`src/rtl/program_counter.sv`:
```
// MC14500B instruction-address generator: program counter with a circular
// return-address stack serving the ICU's JMP/RTN flags.
module program_counter #(
  parameter int unsigned           ADDR_WIDTH   = 8,
  parameter int unsigned           STACK_DEPTH  = 4,
  parameter logic [ADDR_WIDTH-1:0] RESET_VECTOR = '0
) (
  input  logic                           clk,
  input  logic                           rst,
  input  logic                           pc_reset,
  input  logic                           step,
  input  logic                           jmp,
  input  logic                           link,
  input  logic                           rtn,
  input  logic [ADDR_WIDTH-1:0]          jmp_addr,
  output logic [ADDR_WIDTH-1:0]          pc,
  output logic                           skip,
  output logic [$clog2(STACK_DEPTH):0]   depth,
  output logic                           overflow,
  output logic                           underflow
);

  localparam int unsigned PW = $clog2(STACK_DEPTH);
  localparam int unsigned DW = PW + 1;
  localparam logic [DW-1:0] FULL = DW'(STACK_DEPTH);

  logic [ADDR_WIDTH-1:0] stack_q [STACK_DEPTH];

  logic [ADDR_WIDTH-1:0] pc_q, pc_d, pc_inc;
  logic                  skip_q, skip_d;
  logic [DW-1:0]         depth_q, depth_d;
  logic                  ovf_q, ovf_d;
  logic                  unf_q, unf_d;
  logic [PW-1:0]         top_q, top_d, wr_ptr;
  logic                  push_en;

  assign pc_inc = pc_q + ADDR_WIDTH'(1);
  assign wr_ptr = top_q + PW'(1);

  always_comb begin
    pc_d    = pc_q;
    skip_d  = skip_q;
    depth_d = depth_q;
    ovf_d   = ovf_q;
    unf_d   = unf_q;
    top_d   = top_q;
    push_en = 1'b0;
    if (pc_reset) begin
      pc_d    = RESET_VECTOR;
      skip_d  = 1'b0;
      depth_d = '0;
      ovf_d   = 1'b0;
      unf_d   = 1'b0;
      top_d   = '0;
    end else if (step) begin
      skip_d = 1'b0;
      if (rtn) begin
        if (depth_q != '0) begin
          pc_d    = stack_q[top_q];
          depth_d = depth_q - DW'(1);
          top_d   = top_q - PW'(1);
          skip_d  = 1'b1;
        end else begin
          pc_d  = pc_inc;
          unf_d = 1'b1;
        end
      end else if (jmp) begin
        pc_d = jmp_addr;
        if (link) begin
          // When full, the slot after top holds the oldest entry, so the
          // push overwrites it naturally.
          push_en = 1'b1;
          top_d   = wr_ptr;
          if (depth_q == FULL) ovf_d = 1'b1;
          else                 depth_d = depth_q + DW'(1);
        end
      end else begin
        pc_d = pc_inc;
      end
    end
  end

  always_ff @(posedge clk or posedge rst) begin
    if (rst) begin
      pc_q    <= RESET_VECTOR;
      skip_q  <= 1'b0;
      depth_q <= '0;
      ovf_q   <= 1'b0;
      unf_q   <= 1'b0;
      top_q   <= '0;
    end else begin
      pc_q    <= pc_d;
      skip_q  <= skip_d;
      depth_q <= depth_d;
      ovf_q   <= ovf_d;
      unf_q   <= unf_d;
      top_q   <= top_d;
    end
  end

  always_ff @(posedge clk) begin
    if (push_en) stack_q[wr_ptr] <= pc_inc;
  end

  assign pc        = pc_q;
  assign skip      = skip_q;
  assign depth     = depth_q;
  assign overflow  = ovf_q;
  assign underflow = unf_q;

endmodule

```
`config.mk`:
```
export PLATFORM = sky130hd
export DESIGN_NAME = program_counter
export DESIGN_NICKNAME = d
export VERILOG_FILES = /design/src/rtl/program_counter.sv
export SDC_FILE = /design/constraint.sdc
export NUM_CORES = 1
export LEC_CHECK = 0
export CELL_PAD_IN_SITES_DETAIL_PLACEMENT = 1
export CELL_PAD_IN_SITES_GLOBAL_PLACEMENT = 1
export CORE_MARGIN = 5
export CORE_UTILIZATION = 45
export CTS_CLUSTER_SIZE = 14
export DETAILED_ROUTE_END_ITERATION = 10
export HOLD_SLACK_MARGIN = 0.05
export PLACE_DENSITY_LB_ADDON = 0.1
export SLEW_MARGIN = 30
export SYNTH_ARGS = -nofsm -noshare
export SYNTH_HDL_FRONTEND = slang
export SYNTH_SLANG_ARGS = --single-unit
export TNS_END_PERCENT = 10
```
`constraint.sdc`:
```
create_clock -name clk -period 2.3 [get_ports clk]
set_clock_uncertainty 0.15 [all_clocks]
set_input_delay 0.46 -clock clk [delete_from_list [all_inputs] [get_ports clk]]
set_output_delay 0.46 -clock clk [all_outputs]
set_load 0.02 [all_outputs]
```
### Word-level counts from Yosys, hierarchy flattened

Memories as Yosys holds them, arrays and structs flattened.
Index checks and enable logic that the tools add are counted.
W data, S select, Z words.

* bits in registers: 16
* latch bits: 0
* RAM bits: 32
* bits in read-only memories: 0
* memories: 1

* $add $sub $neg: 5
* multiply operators: 0
* div/mod/pow operators: 0
* magnitude comparators: 0
* eq/ne operators: 5
* shift-type cells: 0
* muxes and demuxes: 39
* bitwise operators: 0
* reduce and logical (&&, ||, !) cells: 12

Memory list
* stack_q: depth 4, width 8, rd ports 1, clocked after memory_dff 0, wr ports 1, RTL line 27 `logic [ADDR_WIDTH-1:0] stack_q [STACK_DEPTH];`

Operators by type and width (number)
* $mux W8: 5
* $mux W1: 21
* $mux W3: 7
* $mux W2: 6
* $reduce_and A5 Y1: 2
* $reduce_bool A2 Y1: 5
* $reduce_bool A3 Y1: 3
* $add A8 B1 Y8 const B: 1
* $ne A2 B2 Y1 const B: 2
* $reduce_and A4 Y1: 1
* $add A3 B1 Y3 const B: 1
* $eq A3 B3 Y1 const B: 1
* $ne A3 B2 Y1 const B: 1
* $ne A3 B3 Y1 const B: 1
* $reduce_and A3 Y1: 1
* $sub A3 B1 Y3 const B: 1
* $add A2 B1 Y2 const B: 1
* $sub A2 B1 Y2 const B: 1

### Logic depth before layout (Yosys ltp)

* word-level depth: 7
* mapped depth: 6

### Worst setup path after synthesis

OpenSTA, ideal clock, no wires.

* path kind: input-to-reg
* start point: in rtn
* end point: mem stack_q[0][0], enable pin
* setup time: 0.332 ns
* arrival: 1.438 ns
* slack: 0.381 ns
* stages: 4
* buffers on the path: 1
* cells stage by stage: buf_4 > nor3b_2 > and3_1 > and2_1

* cells in the longest elaborated chain, start to end: 5

RTL lines
* from (decl): RTL line 14 `input logic rtn,`
* $mux W1: RTL line 57 `if (rtn) begin`
* $mux W1: RTL line 55 `end else if (step) begin`
* $mux W1: RTL line 48 `if (pc_reset) begin`
* $mux W1: RTL line 102 `if (push_en) stack_q[wr_ptr] <= pc_inc;`
* $mux W1 (implied by the code): RTL line 102
* to (decl): RTL line 27

Every way passes these cells.

### Worst setup path in the final report

* start point: reg pc_q[2] (netlist: pc[2])
* end point: out pc[2]

RTL lines
* from (decl): RTL line 29 `logic [ADDR_WIDTH-1:0] pc_q, pc_d, pc_inc;`
* from (signal assigned): RTL line 92 `pc_q <= pc_d;`
* to (decl): RTL line 16 `output logic [ADDR_WIDTH-1:0] pc,`

No word-level cell between the ends.

==> run summary <==
CTS tree: built
Net Sw Frac: 27.7%
Initial Util: 45.7%
Ys Warns: 0
fill count: 527
initial antenna violation count: 0
Worst EP arrival: 1.51 ns
switching power: 519 µW
fin area: 2870 µm²
GRT Overall Usage: 18.8%
vias in the first global route: 1661
Die Y: 81.3 µm
Post-synth ARST share: 33.3%
Crit path required time: 1.69 ns
largest net degree at the start of global routing: 17
VDD IR max: 0.476 mV
Int Power: 1.36 mW
syn_nets: 190
TNS Setup: 0 ns
Pre-antenna DRT Iters: 4
gpl congestion: 0.829
DRT antenna net count: 0
clock root cell: clkbuf_8
status: complete, no violations
DRC: 0
die area: 6610 µm²
Clock Tree Buf Depth: 2
grt ovf: 0
Top delay family on crit path: buffers and inverters
Detailed Place HPWL: 4240 µm
hold_buf cts: 0
clock slew at reported path FFs: 0.09 ns
Crit Path Class: flop to primary output
antenna diode count: 0
Core ar.: 5010 µm²
top-level I/O count: 29
CTS resizes: 0
post-synthesis cell area: 2290 µm²
H-Tree Depth: 2
Cells after Synth: 169
Final Core Density: 57.2%
fin. max-slew vios: 0
Slew HR: 54.8%
minimum clock period: 2.12 ns
max_cap viols: 0
initial DRC count: 94
fin nets: 231
clk_lat worst skew: 0.30 ns
Port Buffers: 28
f_max: 471 MHz
Worst path slowest cell: clkdlybuf4s50_1
via/cell ratio: 5.60
total number of vias: 1573
Worst Hold Class: flop to flop
Power Dens Cells: 655 nW/µm²
share of post-route cells with drive strength above 1: 19.4%
unrepaired setup endpoints after global routing: no
Site Rows: 26
first-pass GRT wire length: 9000 µm
CTS Buf Count: 5
placed cell areas: 2780 µm²
dominant synthesized flop cell: edfxtp_1
Cell variety after synth: 47
Synth-to-Final Area Change: 25.2%
Leakage: 1.05 nW
sequential power share: 54.3%
Worst Path Buf+Inv: 1
worst-margin pin slew: 0.677 ns
startpoint types: flop
crit-path max FO: 8
Cell Chain, Critical Path: clkdlybuf4s50_1
CP endpoint kind: primary output
CP max stage delay: 0.68 ns
number of synthesized register bits: 48
combinational power share: 18.4%
Post-synth EDFFs: 32
die width: 81.3 µm
Post-CTS Setup Bufs: 0
fin crit share: 92.3%
wire length per cell: 19.8 µm
Final Hold Viols: 0
DRT Wirelength: 5560 µm
clock sinks: 48
Post-Syn Area per Cell: 13.5 µm²
clock power share: 27.3%
share of the yosys chip area belonging to registers: 59.5%
setup violators final: 0
==> registers in the layout (all words and copies together) (netlist names) <==
name,flops
top_q,2
depth,3
stack_q,32
pc,8
skip,1
underflow,1
overflow,1
==> cells by family after synthesis <==
kind of cell / Yosys count / synth area share, %
fa+ha+maj: 6 / 3.61
simple gates: 49 / 12.3
mux: 9 / 8.31
xor+xnor: 5 / 1.91
flops: 48 / 59.5
buf+inv: 13 / 2.40
compound gates: 39 / 12.0
==> power by group through the flow <==
stage	clock (mW)	sequential, mW	combinational (mW)
2_1_floorplan	0	1.05	0.178
3_3_place_gp	0	1.03	0.333
3_5_place_dp	0	1.04	0.349
4_1_cts	0.531	1.02	0.350
5_1_grt	0.578	1.02	0.377
6_report	0.513	1.02	0.345
==> layer usage <==
metal / part of all wire [%] / up-vias / GRT usage (%)
li1: - / 733 / -
met4: 1.2 / 0 / 5.07
met3: 3.4 / 8 / 4.10
met2: 49 / 22 / 32.1
met1: 46 / 810 / 24.3
met5: 0 / - / 0
==> synthesized netlist by cell type, types with 4 or more instances <==
library cell  instances  share of area [%]
a21oi_1               9                2.0
edfxtp_1             32                 42
ha_1                  5                2.7
dfrtp_1              16                 17
or2_2                 5                1.4
o21ai_0               7                1.5
a211oi_1              4                1.3
mux4_2                8                7.9
a222oi_1              4                1.7
nand2_1               8                1.3
clkbuf_1              4               0.66
nand3_1               4               0.87
nor2_1               11                1.8
and2_1                4                1.1
inv_1                 5               0.82
==> cells in the final DEF, fill, tap and decap left out, types with 2 or more instances in the layout <==
cell / count
buf_4: 10
clkbuf_8: 5
a222oi_1: 4
mux4_2: 8
a211oi_1: 4
buf_12: 4
inv_1: 5
dfrtp_1: 16
nand2b_1: 2
and2_1: 4
ha_1: 5
xor2_1: 2
o21a_1: 2
nand3_1: 4
nand2_1: 8
o22ai_1: 2
nor3_1: 2
xnor2_1: 3
nor2_1: 11
a21oi_1: 9
edfxtp_1: 32
a221oi_1: 3
o21ai_0: 7
and4b_1: 2
or2_2: 5
clkdlybuf4s50_1: 28
inv_6: 2
==> metrics by stage <==
| stage | power [mW] | std cells | hold WS, ns | setup slack (ns) |
|---|---|---|---|---|
| CTS | 1.90 | 281 | 0.380 | 0.163 |
| global route | 1.98 | 281 | 0.415 | 0.0737 |
| floorplan | 1.23 | 169 | 0.224 | 0.381 |
| finish | 1.88 | 281 | 0.371 | 0.176 |
| detailed placement | 1.39 | 273 | 0.358 | -0.120 |
| global placement | 1.37 | 273 | 0.341 | -0.0804 |
==> final cells by class <==
| cell class | instances | area [µm²] | area share (%) |
|---|---|---|---|
| Sequential cell | 48 | 1360 | 47.5 |
| Multi-Input combinational cell | 108 | 873 | 30.5 |
| Timing Repair Buffer | 42 | 435 | 15.2 |
| Tap cell | 70 | 87.6 | 3.06 |
| Clock buffer | 5 | 68.8 | 2.40 |
| Clock inverter | 3 | 21.3 | 0.742 |
| Inverter | 5 | 18.8 | 0.655 |
==> final timing paths <==
check | startpoint | endpoint | slack [ns] | cells past startpoint
min in group asynchronous | rst | underflow$_DFFE_PP0P_ | 0.40 | 2
max reg2reg | depth[0]$_DFFE_PP0P_ | pc[7]$_DFFE_PP0N_ | 0.32 | 4
min reg2reg | overflow$_DFFE_PP0P_ | overflow$_DFFE_PP0P_ | 0.37 | 2
max in group asynchronous | rst | top_q[1]$_DFFE_PP0P_ | 1.17 | 2
max | pc[2]$_DFFE_PP0N_ | pc[2] | 0.18 | 1
min | overflow$_DFFE_PP0P_ | overflow$_DFFE_PP0P_ | 0.37 | 2
Note: power is estimated with default switching activity, not from simulation.
